### config.mk
export PLATFORM = sky130hd
export DESIGN_NAME = serial_op_sched
export DESIGN_NICKNAME = d
export VERILOG_FILES = /design/src/rtl/serial_op_sched_pkg.sv /design/src/rtl/serial_op_sched_rr_arbiter.sv /design/src/rtl/serial_op_sched.sv
export SDC_FILE = /design/constraint.sdc
export NUM_CORES = 1
export LEC_CHECK = 0
export BUFFER_PORTS_ARGS = -buffer_cell sky130_fd_sc_hd__buf_2
export CAP_MARGIN = 40
export CORE_AREA = 2 2 86 88
export CTS_CLUSTER_DIAMETER = 200
export DETAILED_ROUTE_END_ITERATION = 7
export DIE_AREA = 0 0 88 90
export REMOVE_ABC_BUFFERS = 1
export SYNTH_ARGS = -nofsm -noshare
export SYNTH_HDL_FRONTEND = slang
export SYNTH_SLANG_ARGS = --single-unit
### constraint.sdc
create_clock -name clk -period 6.6 [get_ports clk]
set_input_delay 0.33 -clock clk [delete_from_list [all_inputs] [get_ports clk]]
set_output_delay 0.33 -clock clk [all_outputs]
set_load 0.02 [all_outputs]
### src/rtl/serial_op_sched_pkg.sv
// Shared types and constants for the serial XOR scheduler (serial_op_sched).
package serial_op_sched_pkg;

  localparam int NREQ_DEF = 4;
  localparam int WIDTH_DEF = 8;
  localparam int LAT = 5;

  typedef enum logic [2:0] {
    IDLE,
    C0,
    C1,
    C2,
    C3,
    DONE
  } sched_state_t;

endpackage

### src/rtl/serial_op_sched_rr_arbiter.sv
// Combinational round-robin arbiter: one-hot grant to the first set request
// found searching upward (with wrap) from ptr_i.
module rr_arbiter #(
  parameter int N = 4
) (
  input  logic [N-1:0]         req_i,
  input  logic [$clog2(N)-1:0] ptr_i,
  input  logic                 en_i,
  output logic [N-1:0]         gnt_o
);

  localparam int PW = $clog2(N);

  logic          found;
  logic [PW-1:0] idx;

  always_comb begin
    gnt_o = '0;
    found = 1'b0;
    idx   = '0;
    for (int k = 0; k < N; k++) begin
      idx = PW'((int'(ptr_i) + k) % N);
      if (en_i && !found && req_i[idx]) begin
        gnt_o[idx] = 1'b1;
        found      = 1'b1;
      end
    end
  end

endmodule

### src/rtl/serial_op_sched.sv
// Round-robin scheduler feeding a shared AND/NOT stage that builds A^B over four cycles.
// Optional ops_done counter is enabled by defining SERIAL_OP_SCHED_STATS_EN.
module serial_op_sched
  import serial_op_sched_pkg::*;
#(
  parameter int NREQ  = NREQ_DEF,
  parameter int WIDTH = WIDTH_DEF
) (
  input  logic                        clk,
  input  logic                        rst,
  input  logic [NREQ-1:0]             req_valid,
  input  logic [NREQ-1:0][WIDTH-1:0]  req_a,
  input  logic [NREQ-1:0][WIDTH-1:0]  req_b,
  output logic [NREQ-1:0]             req_ready,
  output logic                        rsp_valid,
  output logic [$clog2(NREQ)-1:0]     rsp_id,
  output logic [WIDTH-1:0]            rsp_xo
`ifdef SERIAL_OP_SCHED_STATS_EN
  ,
  output logic [15:0]                 ops_done
`endif
);

  localparam int IDW = $clog2(NREQ);

  sched_state_t   state_q, state_d;
  logic [IDW-1:0] ptr_q, ptr_d;
  logic [IDW-1:0] id_q, id_d;
  logic [WIDTH-1:0] a_q, a_d, b_q, b_d;
  logic [WIDTH-1:0] m0_q, m0_d, m1_q, m1_d;

  logic [IDW-1:0]   gnt_idx;
  logic             accept;
  logic [WIDTH-1:0] op_x, op_y, alu;
  logic             op_inv;

  rr_arbiter #(.N(NREQ)) u_arb (
    .req_i (req_valid),
    .ptr_i (ptr_q),
    .en_i  (state_q == IDLE),
    .gnt_o (req_ready)
  );

  always_comb begin
    gnt_idx = '0;
    for (int i = 0; i < NREQ; i++) begin
      if (req_ready[i]) gnt_idx = IDW'(i);
    end
  end

  assign accept = |(req_valid & req_ready);

  // Operand steering for the single shared stage; kept apart from the
  // next-state logic so the stage output never feeds back into its own select.
  always_comb begin
    op_x   = '0;
    op_y   = '0;
    op_inv = 1'b0;
    unique case (state_q)
      C0:      begin op_x = b_q;  op_inv = 1'b1; end
      C1:      begin op_x = m0_q; op_y = a_q;   end
      C2:      begin op_x = a_q;  op_inv = 1'b1; end
      C3:      begin op_x = m1_q; op_y = b_q;   end
      default: ;
    endcase
  end

  assign alu = op_inv ? ~op_x : (op_x & op_y);

  always_comb begin
    // NOTE: every next-state value gets a default first, so no branch can leave one unassigned and infer a latch.
    state_d = state_q;
    ptr_d   = ptr_q;
    id_d    = id_q;
    a_d     = a_q;
    b_d     = b_q;
    m0_d    = m0_q;
    m1_d    = m1_q;
    unique case (state_q)
      IDLE: begin
        if (accept) begin
          state_d = C0;
          a_d     = req_a[gnt_idx];
          b_d     = req_b[gnt_idx];
          id_d    = gnt_idx;
          ptr_d   = (gnt_idx == IDW'(NREQ - 1)) ? '0 : gnt_idx + 1'b1;
        end
      end
      C0:      begin m0_d = alu; state_d = C1; end
      C1:      begin m0_d = alu; state_d = C2; end
      C2:      begin m1_d = alu; state_d = C3; end
      C3:      begin m1_d = alu; state_d = DONE; end
      DONE:    state_d = IDLE;
      default: state_d = IDLE;
    endcase
  end

  always_ff @(posedge clk) begin
    // NOTE: state registers use non-blocking assignments so every flop samples pre-edge values.
    if (rst) begin
      state_q <= IDLE;
      ptr_q   <= '0;
      id_q    <= '0;
      a_q     <= '0;
      b_q     <= '0;
      m0_q    <= '0;
      m1_q    <= '0;
    end else begin
      state_q <= state_d;
      ptr_q   <= ptr_d;
      id_q    <= id_d;
      a_q     <= a_d;
      b_q     <= b_d;
      m0_q    <= m0_d;
      m1_q    <= m1_d;
    end
  end

  // Gated by rst so a reset landing on DONE never emits a strobe.
  assign rsp_valid = (state_q == DONE) && !rst;
  assign rsp_xo    = rsp_valid ? (m0_q | m1_q) : '0;
  assign rsp_id    = rsp_valid ? id_q : '0;

`ifdef SERIAL_OP_SCHED_STATS_EN
  logic [15:0] ops_done_q;

  always_ff @(posedge clk) begin
    if (rst) begin
      ops_done_q <= '0;
    end else if (rsp_valid && (ops_done_q != 16'hFFFF)) begin
      ops_done_q <= ops_done_q + 16'd1;
    end
  end

  assign ops_done = ops_done_q;
`endif

endmodule
==> summary.md <==
| Metric | Value |
|---|---|
| CTS max path bufs | 2 |
| Logic pwr share | 63.5% |
| Num CTS Buffers | 5 |
| Chip height | 90 um |
| Status | completed |
| Post_cts resized | 0 |
| Register share of total power | 27.1% |
| Drt drc | 0 |
| P_leak | 0.001396 uW |
| First-pass GRT wire length | 11660 um |
| Row Count | 31 |
| H-tree depth reported by CTS | 2 |
| Total gr overflow | 0 |
| Worst Min Path Start | req_b[24] |
| Area leader, netlist | dfxtp_1 |
| Worst VDD drop | 0.1732 mV |
| Max-cap violations | 0 |
| Share of layout cells above drive strength 1 | 28.82% |
| Final period utilization | 63.19% |
| Max-slew violations | 0 |
| Initial antenna violation count | 0 |
| Nets | 477 |
| Clock Skew | 0.007758 ns |
| Number of vias per cell | 5.402 |
| Area Growth Syn to Fin | 20.76% |
| Most common cell after layout, fill and taps aside | buf_2 |
| GRT Total Usage | 17.99% |
| Yosys warning count | 0 |
| Switching Share | 47.40% |
| Die Wd | 88 um |
| Drt total wl | 7043 um |
| CTS tree | done |
| PD cells | 492.7 nW/um^2 |
| CP peak stage delay | 0.73 ns |
| Post-route minimum period | 4.171 ns |
| CP required | 6.72 ns |
| CP endpoint kind | flop |
| Setup-failing EPs final | 0 |
| Vias in the first global route | 2464 |
| Most frequent cells in the layout | buf_2 (84), nor2_1 (48), dfxtp_1 (39), mux2i_1 (24), nand2_1 (24) |
| Ant. Diodes | 0 |
| Antenna Nets Post-Route | 0 |
| Min-Delay Path Class | input port to flop |
| RSZ-0062 raised after global routing | false |
| Number of flops mapped to enable cells by yosys | 0 |
| Clk pwr share | 9.5% |
| Num Clock Sinks | 39 |
| Syn Area/Cell | 8.345 sq um |
| Total power | 1639 uW |
| Worst Max-Slew Pin Slew | 0.8376 ns |
| Slowest stage cell, crit path | or2_1 |
| CORE AREA | 7020 sq um |
| Mapped Area | 2754 sq um |
| Setup TNS Final | 0 ns |
| Max-slew headroom | 44.16% |
| FMAX | 239.8 MHz |
| Die ar. | 7920 sq um |
| First-pass iteration count of the detailed router | 4 |
| Critical Path Source | ptr_q[0] |
| NetSw | 776.7 uW |
| Fin. Hold Viols | 0 |
| Arrival time worst endpoint | 4.29 ns |
| Crit Path Max Fanout | 36 |
| Initial DRC Count | 121 |
| Clock Latency Late Sink | 0.29 ns |
| Half-perimeter wire length after placement | 5098 um |
| Vias | 2690 |
| Root Buffer | clkbuf_8 |
| Post-Synthesis Cells | 330 |
| Synth async-reset ratio | 0% |
| Buffers on Ports | 84 |
| Largest net degree at the start of global routing | 41 |
| Reg clk slew, reported paths | 0.07 ns |
| Final Core Density | 47.37% |
| Crit-path leading delay family | compound AO/OA/AOI/OAI gates |
| Post-CTS Setup Inserts | 0 |
| Synth cell types | 47 |
| Worst r2r src | ptr_q[0] |
| Buffers and inverters on the worst path | 3 |
| Area share of the largest cell type after synthesis | 28.35% |
| Ports | 85 |
| Avg WL per Cell | 14.14 um |
| Initial Utilization | 39.23% |
| Final GP Congestion | 0.8148 |
| Internal power | 861.9 uW |
| Crit path launch type | flop |
| Register area share after synthesis | 28.35% |
| CP cell instances | inv_1 > ha_1 > mux2i_1 > mux2_2 > o31ai_1 > a31oi_4 > buf_12 > inv_2 > a22o_1 > or2_1 > a311oi_2 |
| Critical path type | flop to flop |
| Seq cells post-synth | 39 |
| Commonest register cell after synthesis | dfxtp_1 |
| Hold Buf Count CTS | 0 |
| Synth top area cells | dfxtp_1 (28%), mux2i_1 (8.7%), nor2_1 (6.5%) |
## worst register-to-register path: cells and delay by family (launching register included)
family / cells / cell delay (ns)
multiplexers: 2 / 0.50
adder cells (fa/ha/maj): 1 / 0.43
flip-flops: 1 / 0.52
AO/OA/AOI/OAI: 4 / 1.32
AND/OR/NAND/NOR: 1 / 0.73
buffers and inverters: 3 / 0.51
## registers in the layout, indices dropped and copies added (netlist names)
name,count
a_q,8
b_q,8
id_q,2
m0_q,8
m1_q,8
ptr_q,2
state_q,3
## final cells by class
cell class	count	area [sq um]
Fill cell	695	3695
Multi-Input combinational cell	256	1843
Sequential cell	39	780.7
Timing Repair Buffer	89	470.5
Tap cell	99	123.9
Clock buffer	7	76.32
Inverter	7	26.28
Clock inverter	1	5.005
## layer usage
metal	GRT usage (%)	vias to the layer above	share of wire [%]
li1	-	1376	-
met1	25.98	1255	48
met2	28.35	55	48
met3	2.938	4	3.5
met4	3.205	0	0.72
met5	0	-	0
## logic make-up after synthesis
family,Yosys count,share of synthesized area [%]
adders and majority gates,9,4.089
and+or+nand+nor,121,20.40
muxes,30,12.40
AOI/OAI and AO/OA,96,29.40
DFF,39,28.35
buffers and inverters,35,5.362
## power groups by stage
stage	Clock [uW]	Combinational (uW)	Sequential, uW
2_1_floorplan	0	815	407
3_3_place_gp	0	1010	446
3_5_place_dp	0	1030	448
4_1_cts	156	1040	442
5_1_grt	167	1160	458
6_report	155	1040	444
## cell usage after synthesis (all sizes together) (2+ instances only)
library cell and instances:
a211o 16, a211oi 13, a21oi 15, a221o 2
a22o 3, a311oi 17, a31oi 8, a32o 2
a32oi 2, a41oi 2, and2 3, and3b 2
buf 9, clkbuf 19, dfxtp 39, ha 9
inv 7, mux2 3, mux2i 24, mux4 3
nand2 24, nand2b 3, nor2 48, nor2b 7
nor3 23, nor3b 2, o21a 8, o31ai 4
or2 2, or3 2
## final timing paths
kind              to  slack, ns  depth (start not counted)
max           a_q[0]       2.43                         11
min           b_q[0]       0.32                          3
max reg2reg   a_q[0]       2.43                         11
min reg2reg  m0_q[0]       0.49                          2
## through the flow
step           std cells  hold slack, ns  area (sq um)  setup WS (ns)
3_3_place_gp         488          0.4814          3217          2.215
3_5_place_dp         489          0.4810          3224          2.113
4_1_cts              497          0.3087          3306          2.097
5_1_grt              498          0.3231          3326          2.090
2_1_floorplan        302          0.3979          2633          1.037
6_report             498          0.3159          3326          2.429
(Power assumes the default switching activity.)
